===== src/rtl/serial_subtractor.sv =====
// ---------------------------------------------------------------------------
// serial_subtractor
//
// Chunk-serial subtractor: diff = (a - b - b_in) mod 2^WIDTH, computed
// CHUNK bits per cycle over N = WIDTH/CHUNK cycles with a registered borrow
// between chunks. Valid/ready handshake on both the operand and result side.
//
// Optional feature macro: SERIAL_SUB_OVERFLOW_EN adds the signed overflow
// output and its logic. Without the macro the port does not exist.
//
// Ports:
//   clk        in   rising-edge clock
//   rst        in   synchronous, active-high reset
//   in_valid   in   operands valid
//   in_ready   out  block can accept operands (state IDLE)
//   a          in   minuend, WIDTH bits
//   b          in   subtrahend, WIDTH bits
//   b_in       in   borrow-in
//   out_valid  out  result valid (state DONE)
//   out_ready  in   consumer accepts result
//   diff       out  (a - b - b_in) mod 2^WIDTH
//   b_out      out  final borrow, 1 iff a < b + b_in (unsigned)
//   overflow   out  signed overflow (SERIAL_SUB_OVERFLOW_EN only)
// ---------------------------------------------------------------------------
module serial_subtractor #(
    parameter int WIDTH = 8,
    parameter int CHUNK = 2
) (
    input  logic             clk,
    input  logic             rst,
    input  logic             in_valid,
    output logic             in_ready,
    input  logic [WIDTH-1:0] a,
    input  logic [WIDTH-1:0] b,
    input  logic             b_in,
    output logic             out_valid,
    input  logic             out_ready,
    output logic [WIDTH-1:0] diff,
    output logic             b_out
`ifdef SERIAL_SUB_OVERFLOW_EN
    ,
    output logic             overflow
`endif
);

    localparam int N     = WIDTH / CHUNK;
    localparam int CNT_W = (N > 1) ? $clog2(N) : 1;
    localparam logic [CNT_W-1:0] LAST = CNT_W'(N - 1);

    if (CHUNK < 1 || CHUNK > WIDTH || (WIDTH % CHUNK) != 0) begin : g_bad_params
        $error("serial_subtractor: WIDTH must be a multiple of CHUNK, 1 <= CHUNK <= WIDTH");
    end

    typedef enum logic [1:0] {
        IDLE = 2'd0,
        RUN  = 2'd1,
        DONE = 2'd2
    } state_t;

    state_t state;
    state_t state_next;

    logic [WIDTH-1:0] a_sh;
    logic [WIDTH-1:0] b_sh;
    logic [CNT_W-1:0] cnt;
    logic             borrow;
    logic             last_chunk;
    logic             accept;

    logic [CHUNK:0]   step;
    logic [CHUNK-1:0] chunk_diff;
    logic             chunk_borrow;
    logic [WIDTH-1:0] diff_next;

    assign accept     = (state == IDLE) && in_valid;
    assign last_chunk = (cnt == LAST);

    // One CHUNK-bit subtract cell, one bit wider so the top bit is the
    // borrow out: any negative result wraps into the upper half.
    assign step         = {1'b0, a_sh[CHUNK-1:0]}
                        - {1'b0, b_sh[CHUNK-1:0]}
                        - {{CHUNK{1'b0}}, borrow};
    assign chunk_diff   = step[CHUNK-1:0];
    assign chunk_borrow = step[CHUNK];

    // Result enters at the top and moves down, so after N steps the first
    // (least significant) chunk has reached bit 0.
    if (CHUNK == WIDTH) begin : g_full_chunk
        assign diff_next = chunk_diff;
    end else begin : g_part_chunk
        assign diff_next = {chunk_diff, diff[WIDTH-1:CHUNK]};
    end

    // ------------------------------------------------------------------
    // Control FSM
    // ------------------------------------------------------------------
    // NOTE: sequential state uses non-blocking assignments so every
    // register samples pre-edge values regardless of block ordering.
    always_ff @(posedge clk) begin
        if (rst) begin
            state <= IDLE;
        end else begin
            state <= state_next;
        end
    end

    // NOTE: state_next gets a default before the case so no path leaves
    // it unassigned, which would otherwise infer a latch.
    always_comb begin
        state_next = state;
        case (state)
            IDLE:    if (in_valid)   state_next = RUN;
            RUN:     if (last_chunk) state_next = DONE;
            DONE:    if (out_ready)  state_next = IDLE;
            default:                 state_next = IDLE;
        endcase
    end

    assign in_ready  = (state == IDLE);
    assign out_valid = (state == DONE);

    // ------------------------------------------------------------------
    // Operand shift registers
    // ------------------------------------------------------------------
    // NOTE: operand registers carry no reset; they are always loaded on
    // accept before being read, so reset would only cost area and routing.
    always_ff @(posedge clk) begin
        if (accept) begin
            a_sh <= a;
            b_sh <= b;
        end else if (state == RUN) begin
            a_sh <= a_sh >> CHUNK;
            b_sh <= b_sh >> CHUNK;
        end
    end

    // ------------------------------------------------------------------
    // Borrow, counter and result registers
    // ------------------------------------------------------------------
    always_ff @(posedge clk) begin
        if (rst) begin
            cnt    <= '0;
            borrow <= 1'b0;
            diff   <= '0;
            b_out  <= 1'b0;
        end else begin
            case (state)
                IDLE: begin
                    if (in_valid) begin
                        borrow <= b_in;
                        cnt    <= '0;
                    end
                end
                RUN: begin
                    diff   <= diff_next;
                    borrow <= chunk_borrow;
                    cnt    <= cnt + 1'b1;
                    if (last_chunk) begin
                        b_out <= chunk_borrow;
                    end
                end
                default: ;
            endcase
        end
    end

`ifdef SERIAL_SUB_OVERFLOW_EN
    // Borrow into the MSB XOR borrow out of the MSB reduces to the sign-bit
    // form: operands differ in sign and the result's sign differs from a.
    // This avoids splitting the cell around the top bit.
    logic msb_overflow;

    assign msb_overflow = (a_sh[CHUNK-1] ^ b_sh[CHUNK-1])
                        & (chunk_diff[CHUNK-1] ^ a_sh[CHUNK-1]);

    always_ff @(posedge clk) begin
        if (rst) begin
            overflow <= 1'b0;
        end else if (state == RUN && last_chunk) begin
            overflow <= msb_overflow;
        end
    end
`endif

endmodule


===== config.mk =====
export PLATFORM = sky130hd
export DESIGN_NAME = serial_subtractor
export DESIGN_NICKNAME = d
export VERILOG_FILES = /design/src/rtl/serial_subtractor.sv
export SDC_FILE = /design/constraint.sdc
export NUM_CORES = 1
export LEC_CHECK = 0
export ABC_AREA = 1
export BUFFER_PORTS_ARGS = -buffer_cell sky130_fd_sc_hd__buf_2
export CELL_PAD_IN_SITES_DETAIL_PLACEMENT = 1
export CELL_PAD_IN_SITES_GLOBAL_PLACEMENT = 1
export CORE_MARGIN = 2
export CORE_UTILIZATION = 42
export DETAILED_ROUTE_END_ITERATION = 6
export GPL_TIMING_DRIVEN = 0
export PLACE_DENSITY = 0.82
export SLEW_MARGIN = 25
export SYNTH_ARGS = -nofsm -noshare
export SYNTH_HDL_FRONTEND = slang
export SYNTH_SLANG_ARGS = --single-unit

===== constraint.sdc =====
create_clock -name clk -period 3.8 [get_ports clk]
set_input_delay 0.57 -clock clk [delete_from_list [all_inputs] [get_ports clk]]
set_output_delay 0.57 -clock clk [all_outputs]
set_load 0.03 [all_outputs]

# == After elaboration in Yosys (flattened, before gate mapping) ==
# Cells that the tools add are included.
# classes
addsub,3
eq_ne,6
muxes,12
n_reduce_logical,7
# op_table
cell,n
two-way mux 8 bit,4
two-way mux 2 bit,4
case mux 2 bit (3 select lines),1
== test 2 bit (second input constant),2
inequality test 2 bit (second input constant),2
case mux 2 bit (2 select lines),1
AND reduction 2 bit,2
nonzero test 2 bit,2
AND reduction 3 bit,1
subtractor 2 x 2 -> 3 bit,1
subtractor 3 x 1 -> 3 bit,1
adder 2 x 1 -> 2 bit (second input constant),1
== test 2 x 1 -> 1 bit (second input constant),1
zero test 2 bit,1
inequality test 2 x 1 -> 1 bit (second input constant),1
case mux 1 bit (2 select lines),1
logical AND 1 bit,1
two-way mux 1 bit,1
# word_totals
ff_bits,30
in_bits,21
elab_cells,35

# == Depth between registers and ports, before layout ==
# Gate-level depths: netlist of the first run.
# logic_depth
ltp_word,3
depth_mapped,11
ltp_nobuf,11

# == Least setup slack after synthesis of the first run ==
# No wires, ideal clock.
# synth_path
kind,register to register
startpoint,register a_sh[0]
endpoint,register diff[7]
arrival_time_ps,2041
t_required_ps,3684
setup_slack_ps,1643
stages_incl_launch_ff,8
path_buffers,0
synth_period_minus_slack_ps,2157
cell_sequence,edfxtp_1 fa_1 inv_1 ha_1 or2_2 fa_1 o21ai_0 nor2_1
# synth_between
elab_chain_cells,2
# synth_rtl
item,line,rtl
from (decl),63,logic [WIDTH-1:0] a_sh;
from (signal assigned),132,a_sh <= a_sh >> CHUNK;
subtractor 2 x 2 -> 3 bit,81,"- {1'b0, b_sh[CHUNK-1:0]}"
subtractor 3 x 1 -> 3 bit,82,"- {{CHUNK{1'b0}}, borrow};"
net step[1],70,logic [CHUNK:0] step;
to (signal assigned),155,diff <= diff_next;
to (decl),38,"output logic [WIDTH-1:0] diff,"
# The timed path passes the listed nets, and every way through them passes these cells.
# A chain may end at the register's enable or synchronous reset.

# == Final worst setup path of the first run ==
# layout_path
startpoint,register a_sh[0]
endpoint,register borrow
# layout_between
elab_chain_cells,3
# layout_rtl
item,line,rtl
subtractor 2 x 2 -> 3 bit,81,
subtractor 3 x 1 -> 3 bit,82,
case mux 1 bit (2 select lines),147,case (state)
to (signal assigned),150,borrow <= b_in;
to (signal assigned),156,borrow <= chunk_borrow;
to (decl),66,logic borrow;
# No other way between the ends.

==> impl_metrics.toml, run 1 <==
[floorplan]
die_area_mm2 = 0.003636
core_area_mm2 = 0.003028
start_util_pct = 43.97
die_w_um = 60.30
die_y_um = 60.30
rows = 20
pin_count = 32

[place]
io_buffers = 31
gp_congestion = 0.7480
placed_area_mm2 = 0.001541
hpwl_um = 2145

[critical_path]
cp_max_fo = 2
max_stage_delay_ns = 0.58
cp-end-kind = "flop"
path_cells = "fa_1 -> inv_1 -> ha_1 -> or2_2 -> fa_1 -> inv_1 -> nand2_1 -> nand2_1 -> nor2_1 -> nor2_1"
crit_arrival_ns = 2.62
cp_slowest_cell = "fa_1"
path_class = "reg2reg"
reg2reg_depth = 10
worst_setup_path_start_kind = "flop"
required_ns = 4.09

[clocking]
cts_resized = 0
clockRootBuffer = "clkbuf_4"
clk_latency_ns = 0.34
clockBufferDepth = 2
postCtsHoldBufs = 0
post_cts_buffers = 0
cts_sinks = 30
cts_tree = "built"
cts_buffers = 5
path_clk_slew_ns = 0.09
h-tree-depth = 2

[pwr]
netSwitchingFraction_pct = 30.31
p_int_mw = 0.5053
combPwrFrac_pct = 20.5
clkPwrFrac_pct = 24.9
ir_drop_mv = 0.2555
netSwitchingPower_mw = 0.2198
power_density_mw_per_mm2 = 455.6
seq_power_share_pct = 54.6
p_leak_nw = 0.7671

[worst_hold_path]
hold_depth = 2
worstHoldPathType = "reg2reg"

[timing]
drv_slew = 0
rsz0062_at_grt = "false"
setup_viol = 0
fin_crit_sh_pct = 61.42
maxSlewHeadroom_pct = 56.27
hold_viol_final = 0
fin_setup_tns_ns = 0
clock.fmax_mhz = 428.5
period_needed_ns = 2.334
fin_skew_ns = 0.01282
worst_slew_pin_slew_ns = 0.6552

[detailed_routing]
ant_nets = 0
dr.first_iter.drc_count = 27
wl_um = 2846
drt-pass1-iter-count = 4
viasPerCell = 4.793
wl_per_cell_um = 12.54
drc = 0
num_vias = 1088

[global_routing]
grt-ovfl-total = 0
grt_usage_pct = 19.46
antenna_found_initial = 0
grt_pass1_wl_um = 4974
grt_max_degree = 18
grt_pass1_vias = 1162

[flow_run]
drv_cap = 0

[cells_and_area]
drive_above_1_share_pct = 25.68
fin_nets = 208
synthToLayoutAreaGrowth_pct = 19.55
fin_area_mm2 = 0.001592
fillers = 379
antenna_cells = 0

[synth]
ys_ff_latch = 30
synth.distinct_cells = 20
seq_area_frac_synth_pct = 57.14
synth_cells = 144
syn_area_mm2 = 0.001331
ys_warn_count = 0
synth_area_per_cell_um2 = 9.245
synth_nets = 170

[outcome]
status = "completed"
## layout make-up
class                      instances  area (um^2)  area share, %
buffer                             4        28.78          1.808
clock buffer                       6        41.29          2.594
clock inverter                     2        8.758         0.5503
inverter                          15        56.30          3.538
multi-input combinational         95        485.5          30.50
sequential                        30        760.7          47.80
tap                               44        55.05          3.459
timing repair buffer              31        155.1          9.748
## sequential cells by signal, indices dropped and copies added (netlist names)
| name | cells |
|---|---|
| diff | 8 |
| borrow | 1 |
| b_out | 1 |
| a_sh | 8 |
| state | 2 |
| b_sh | 8 |
| cnt | 2 |
## stage by stage
step | hold WS (ns) | instances | total power, mW | worst slack [ns] | utilization [%]
final | 0.4628 | 227 | 0.7251 | 1.466 | 52.56
after global routing | 0.4638 | 227 | 0.7749 | 1.337 | 52.56
after CTS | 0.4515 | 227 | 0.7389 | 1.424 | 52.56
after detailed placement | 0.4486 | 219 | 0.5569 | 1.448 | 50.91
after global placement | 0.4449 | 219 | 0.5409 | 1.572 | 50.91
after floorplan | 0.4285 | 144 | 0.5033 | 1.643 | -
## final timing paths
path,slack (ns),start,endpoint
setup / recovery,1.47,a_sh[0],borrow
hold / removal,0.46,b_out,b_out
setup reg to reg,1.47,a_sh[0],borrow
hold reg to reg,0.46,b_out,b_out
## cell usage after synthesis
cell      instances  area (um^2)
nor2_4            2        22.52
or2_1             1        6.260
inv_2             1        3.750
nand2_1          33        123.9
nand3_2           1        10.01
dfxtp_1          14        280.3
nand3_1          13        65.06
fa_1              2        40.04
or2_2             1        6.260
inv_1            14        52.55
ha_1              3        37.54
nor2_1           21        78.83
buf_4             1        7.510
edfxtp_1         16        480.5
a21oi_1           6        30.03
o21ai_0          10        50.05
buf_2             2        10.01
nand2_2           1        6.260
xnor2_1           1        8.760
buf_6             1        11.26
## power by group through the flow
stage          clock network, mW  logic [mW]  registers (mW)
2_1_floorplan                  0      0.0863           0.417
3_3_place_gp                   0       0.139           0.402
3_5_place_dp                   0       0.153           0.404
4_1_cts                    0.189       0.154           0.397
5_1_grt                    0.203       0.171           0.401
6_report                   0.180       0.149           0.396
## logic make-up after synthesis
group / after synthesis / share of synthesized area (%)
buf+inv: 19 / 6.391
compound gates: 16 / 6.015
xor+xnor: 1 / 0.6580
flops: 30 / 57.14
simple gates: 73 / 23.97
fa+ha+maj: 5 / 5.827
## cell usage in the layout (no fill, tap or decap)
master / Yosys / layout
a21oi_1: 6 / 6
buf_2: 2 / 33
buf_4: 1 / 1
buf_6: 1 / 1
clkbuf_1: 0 / 1
clkbuf_4: 0 / 5
clkinv_1: 0 / 1
clkinv_2: 0 / 1
dfxtp_1: 14 / 14
edfxtp_1: 16 / 16
fa_1: 2 / 2
ha_1: 3 / 3
inv_1: 14 / 14
inv_2: 1 / 1
nand2_1: 33 / 33
nand2_2: 1 / 1
nand3_1: 13 / 13
nand3_2: 1 / 1
nor2_1: 21 / 21
nor2_4: 2 / 2
o21ai_0: 10 / 10
or2_1: 1 / 1
or2_2: 1 / 1
xnor2_1: 1 / 1
## worst max-delay path, delay by kind of cell (launching register included)
kind / cells / cell delay, ns
buffers and inverters: 2 / 0.18
AND/OR/NAND/NOR: 5 / 0.54
adder cells (fa/ha/maj): 3 / 1.14
flip-flops: 1 / 0.43
## metal layers
layer	vias to the layer above	wire length (um)	global-route usage, %
met1	515	1087	19.75
met4	0	58	8.571
met5	-	0	0
li1	538	-	-
met3	6	142	7.359
met2	29	1557	35.25
Power figures use the tool's default switching activity.
==> inputs of run 2 (changes only) <==
--- a/config.mk
+++ b/config.mk
@@ -5,15 +5,15 @@
 export SDC_FILE = /design/constraint.sdc
 export NUM_CORES = 1
 export LEC_CHECK = 0
-export ABC_AREA = 1
+export ABC_AREA = 0
 export BUFFER_PORTS_ARGS = -buffer_cell sky130_fd_sc_hd__buf_2
 export CELL_PAD_IN_SITES_DETAIL_PLACEMENT = 1
 export CELL_PAD_IN_SITES_GLOBAL_PLACEMENT = 1
 export CORE_MARGIN = 2
-export CORE_UTILIZATION = 42
+export CORE_UTILIZATION = 41
 export DETAILED_ROUTE_END_ITERATION = 6
 export GPL_TIMING_DRIVEN = 0
-export PLACE_DENSITY = 0.82
+export PLACE_DENSITY = 0.77
 export SLEW_MARGIN = 25
 export SYNTH_ARGS = -nofsm -noshare
 export SYNTH_HDL_FRONTEND = slang
==> constraint.sdc (replaced) <==
create_clock -name clk -period 2.27 [get_ports clk]
set_input_delay 0.3405 -clock clk [delete_from_list [all_inputs] [get_ports clk]]
set_output_delay 0.3405 -clock clk [all_outputs]
set_load 0.03 [all_outputs]
==> impl_metrics.toml, run 2 <==
[cells_and_area]
layout.cells.non_filler = 190
final_common_cell = "buf_2"
drive_above_1_share_pct = 38.36
fin_nets = 171
fillers = 358
multiInputGateArea_um2 = 508.0
seqCellArea_um2 = 762.0
layout_common_cells = "32 x buf_2, 16 x edfxtp_1, 15 x nand2_1"
reg_top3 = "a_sh (8), b_sh (8), diff (8)"
synthToLayoutAreaGrowth_pct = 20.34
antenna_cells = 0

[synth]
syn_area_mm2 = 0.001323
synth.top_cell.area_share_pct = 36.33
ys_ff_latch = 30
post_synth_mux_area_share_pct = 12.20
synth_edf_count = 16
seq_area_frac_synth_pct = 57.52
yosysTopAreaCell = "edfxtp_1"
synthAdderAreaFrac_pct = 5.866
synth-compound-area-share_pct = 7.758
synth.distinct_cells = 27
synth_top_cells_by_count = "16 x edfxtp_1, 15 x nand2_1, 14 x dfxtp_1"
synth-simple-area-share_pct = 11.26
async_reset_ff_share_pct = 0
ys_warn_count = 0
yosysMostFrequentCell = "edfxtp_1"
synthXorXnorAreaFrac_pct = 0.6623
synth.area.top_cells = "edfxtp_1 36%, dfxtp_1 21%, mux2_4 7.9%"
synth_cells = 107
ys_dominant_reg_cell = "edfxtp_1"
synth_area_per_cell_um2 = 12.36
synth_nets = 133
synth_top_family_by_area = "multiplexers"

[floorplan]
die_y_um = 60.80
rows = 20
start_util_pct = 43.32
core_area_mm2 = 0.003053
pin_count = 32
die_w_um = 60.80
die_area_mm2 = 0.003696

[worst_hold_path]
min_from = "rst"
worstHoldPathType = "in2reg"
min_to = "cnt[0]"
hold_depth = 2

[critical_path]
r2r_end = "b_out"
cp_slowest_cell = "fa_1"
r2r_slack_ns = 0.07
required_ns = 2.52
worst_setup_path_start_kind = "flop"
timing.rr.start = "borrow"
reg2reg_depth = 7
cp_max_fo = 2
cp-end-kind = "flop"
path_cells = "inv_1 -> fa_1 -> inv_1 -> ha_1 -> or2_4 -> fa_1 -> a311oi_1"
path_class = "reg2reg"
max_stage_delay_ns = 0.57
crit_arrival_ns = 2.44

[detailed_routing]
ant_nets = 0
routed-wl-met2_um = 1276
wl_per_cell_um = 13.45
dr.first_iter.drc_count = 13
wl_um = 2556
viasPerCell = 4.779
num_vias = 908
top_layer = "met4"
drc = 0
drt-met1-wl_um = 1070
wl_met3_um = 117
drt-pass1-iter-count = 4

[clocking]
h-tree-depth = 2
cts_buffers = 5
cts_tree = "built"
clockRootBuffer = "clkbuf_4"
path_clk_slew_ns = 0.10
clk_latency_ns = 0.35
clockBufferDepth = 2
cts_sinks = 30
postCtsHoldBufs = 0

[outcome]
status = "completed"

[timing]
fin_crit_sh_pct = 96.71
period_needed_ns = 2.195
maxSlewHeadroom_pct = 46.68
fin_skew_ns = 0.01587
setup_viol = 0
clock.fmax_mhz = 455.5
rsz0062_at_grt = "false"
drv_slew = 0
whs_ns = 0.2239
layout_setup_ws_ns = 0.07467
hold_viol_final = 0
worst_slew_pin_slew_ns = 0.7989

[place]
pre_cts_slack_ns = -0.03866
dp.cells = 182
hpwl_um = 1955
io_buffers = 31
gp_congestion = 0.6803

[global_routing]
grt_usage_pct = 16.25
grt_pass1_wl_um = 4112
grt-ovfl-total = 0
antenna_found_initial = 0
grt_pass1_vias = 903
grt_max_degree = 18

[pwr]
ir_drop_mv = 0.3222
finalPower_mw = 1.191
p_leak_nw = 0.6930
power_density_mw_per_mm2 = 748.1

[flow_run]
drv_cap = 0
-- run 2: how the worst max path moves through the flow --
stage                     startpoint  cells after the start  endpoint
after floorplan              a_sh[0]                      7    borrow
after global routing          borrow                      7     b_out
after detailed placement     a_sh[0]                      7    borrow
after CTS                     borrow                      8    borrow
after global placement       a_sh[0]                      7    borrow
final                         borrow                      7     b_out
-- run 2: cell type report --
class	instances	share of cell area [%]
Clock buffer	8	3.066
Sequential cell	30	47.88
Inverter	5	1.179
Multi-Input combinational cell	67	31.92
Timing Repair Buffer	31	9.748
Tap cell	44	3.459
Buffer	5	2.752
-- run 2: repair_timing --
action,CTS,global route
pin swaps,2,1
gates resized for setup,2,1
endpoints found under the setup margin,2,3
setup buffers,0,0
-- run 2: metal layers --
metal	up-vias	GRT usage, %
met5	-	0
met4	0	13.04
met3	9	4.051
met2	22	25.96
met1	428	18.35
li1	449	-
-- run 2: metrics by stage --
step / cell area (um^2) / setup TNS [ns] / util [%]
final: 1592 / 0 / 52.13
after global routing: 1592 / 0 / 52.13
after CTS: 1589 / 0 / 52.05
after detailed placement: 1535 / -0.05779 / 50.29
after global placement: 1533 / 0 / 50.20
after floorplan: 1323 / 0 / -
-- run 2: kinds of logic (layout without fill, tap and decap cells) --
group	after synthesis	after routing
adder cells (fa/ha/maj)	5	5
AO/OA/AOI/OAI	17	17
buffers and inverters	10	49
flip-flops	30	30
AND/OR/NAND/NOR	32	32
multiplexers	12	12
XOR/XNOR	1	1
-- run 2: worst max-delay path: cells and delay by family (launching register included) --
kind / cells / cell delay, ns
simple gates: 1 / 0.23
compound gates: 1 / 0.27
buf+inv: 2 / 0.11
flops: 1 / 0.35
fa+ha+maj: 3 / 1.14
-- run 2: where the power goes --
part	switching, mW	internal, mW
sequential	0.0224	0.631
clock	0.176	0.123
combinational	0.119	0.119
==> inputs of run 3 (changes only) <==
--- a/config.mk
+++ b/config.mk
@@ -8,9 +8,9 @@
 export ABC_AREA = 0
 export BUFFER_PORTS_ARGS = -buffer_cell sky130_fd_sc_hd__buf_2
 export CELL_PAD_IN_SITES_DETAIL_PLACEMENT = 1
-export CELL_PAD_IN_SITES_GLOBAL_PLACEMENT = 1
+export CELL_PAD_IN_SITES_GLOBAL_PLACEMENT = 2
 export CORE_MARGIN = 2
-export CORE_UTILIZATION = 41
+export CORE_UTILIZATION = 34
 export DETAILED_ROUTE_END_ITERATION = 6
 export GPL_TIMING_DRIVEN = 0
 export PLACE_DENSITY = 0.77
==> impl_metrics.toml, run 3 (synthesized netlist as in run 2, its figures left out) <==
[detailed_routing]
viasPerCell = 4.680
ant_nets = 0
dr.first_iter.drc_count = 23
wl_um = 2666
drt-pass1-iter-count = 4
drc = 0
wl_per_cell_um = 13.74
num_vias = 908

[timing]
setup_viol = 0
clock.fmax_mhz = 459.3
whs_ns = 0.2830
period_needed_ns = 2.177
fin_setup_tns_ns = 0
hold_viol_final = 0
worst_slew_pin_slew_ns = 0.8205
rsz0062_at_grt = "true"
drv_slew = 0
fin_crit_sh_pct = 95.91
fin_skew_ns = 0.004557
maxSlewHeadroom_pct = 45.24

[cells_and_area]
fin_nets = 171
drive_above_1_share_pct = 43.15
synthToLayoutAreaGrowth_pct = 28.67
final_util_pct = 46.13
layout_common_cells = "32 x buf_2, 16 x edfxtp_1, 14 x nand2_1"
antenna_cells = 0
reg_top3 = "a_sh (8), b_sh (8), diff (8)"
fin_area_mm2 = 0.001702
final_common_cell = "buf_2"

[critical_path]
path_class = "reg2reg"
cp_top_family = "adder cells"
cp-end-kind = "flop"
path_cells = "fa_1 -> inv_1 -> ha_2 -> or2_4 -> fa_2 -> nand2_2 -> a21oi_2"
r2r_end = "diff[7]"
required_ns = 2.49
worst-path-stages = 7
reg2reg_depth = 7
cp_max_fo = 2
crit_arrival_ns = 2.40
worst_setup_path_start_kind = "flop"
max_stage_delay_ns = 0.58
crit_path_end = "diff[7]"
cp_slowest_cell = "fa_1"
r2r_slack_ns = 0.09
cp.buffers_inverters = 1
timing.rr.start = "a_sh[0]"
cp-startpoint = "a_sh[0]"

[floorplan]
rows = 22
start_util_pct = 35.85
pin_count = 32
die_area_mm2 = 0.004404
die_w_um = 66.37
core_area_mm2 = 0.003689
die_y_um = 66.37

[pwr]
power_density_mw_per_mm2 = 923.7
ir_drop_mv = 0.7308
p_leak_nw = 0.7359
finalPower_mw = 1.572

[clocking]
cts_tree = "built"
clockBufferDepth = 2
clk_latency_ns = 0.29
h-tree-depth = 2
cts_buffers = 5
postCtsHoldBufs = 0
post_cts_buffers = 0
cts_sinks = 30
path_clk_slew_ns = 0.06
clockRootBuffer = "clkbuf_8"

[global_routing]
grt_pass1_vias = 969
grt_pass1_wl_um = 4526
grt_usage_pct = 14.57
grt-ovfl-total = 0
grt_max_degree = 18
antenna_found_initial = 0

[worst_hold_path]
worstHoldPathType = "in2reg"

[place]
placed_area_mm2 = 0.001540
hpwl_um = 1990
gp_congestion = 0.7228
io_buffers = 31

[flow_run]
drv_cap = 0

[outcome]
status = "completed"
[run 3: repair_timing]
item,CTS,global route
cloned,0,0
pin swaps,2,3
setup endpoints to repair,2,2
resized for setup,3,4
[run 3: per-layer routing]
layer / vias to the layer above / GRT usage, % / routed length, um
met5: - / 0 / 0
met4: 0 / 9.949 / 77
met3: 7 / 5.111 / 129
met2: 22 / 22.88 / 1382
met1: 432 / 16.47 / 1076
li1: 447 / - / -
[run 3: area by class of cell]
class | instances | area [um^2]
inverters | 5 | 18.77
clock inverters | 2 | 60.06
flip-flops and latches | 30 | 762.0
fillers | 415 | 1987
well taps | 48 | 60.06
clock buffers | 6 | 82.58
repair buffers | 31 | 155.1
multi-input cells | 67 | 519.2
plain buffers | 5 | 43.79
[run 3: power by group]
group          internal [mW]  total (mW)  leakage (nW)  switching, mW
clock network          0.468       0.671        0.0714          0.203
registers              0.632       0.654         0.278         0.0223
logic                  0.124       0.247         0.386          0.124
total                   1.22        1.57         0.736          0.349
[run 3: how the worst min path moves through the flow]
stage	start	to	slack, ns	cells past startpoint
2_1_floorplan	rst	cnt[0]	0.41	1
3_3_place_gp	diff[0]	diff[0]	0.44	2
3_5_place_dp	diff[1]	diff[1]	0.45	2
4_1_cts	rst	cnt[0]	0.27	2
5_1_grt	rst	cnt[0]	0.30	2
6_report	rst	cnt[0]	0.28	2
[run 3: stage by stage]
| stage | std cells | worst slack [ns] |
|---|---|---|
| after floorplan | 107 | 0.1092 |
| after global placement | 186 | 0.02768 |
| after detailed placement | 186 | -0.04139 |
| after CTS | 194 | 0.04508 |
| after global routing | 194 | -0.01281 |
| final | 194 | 0.09289 |
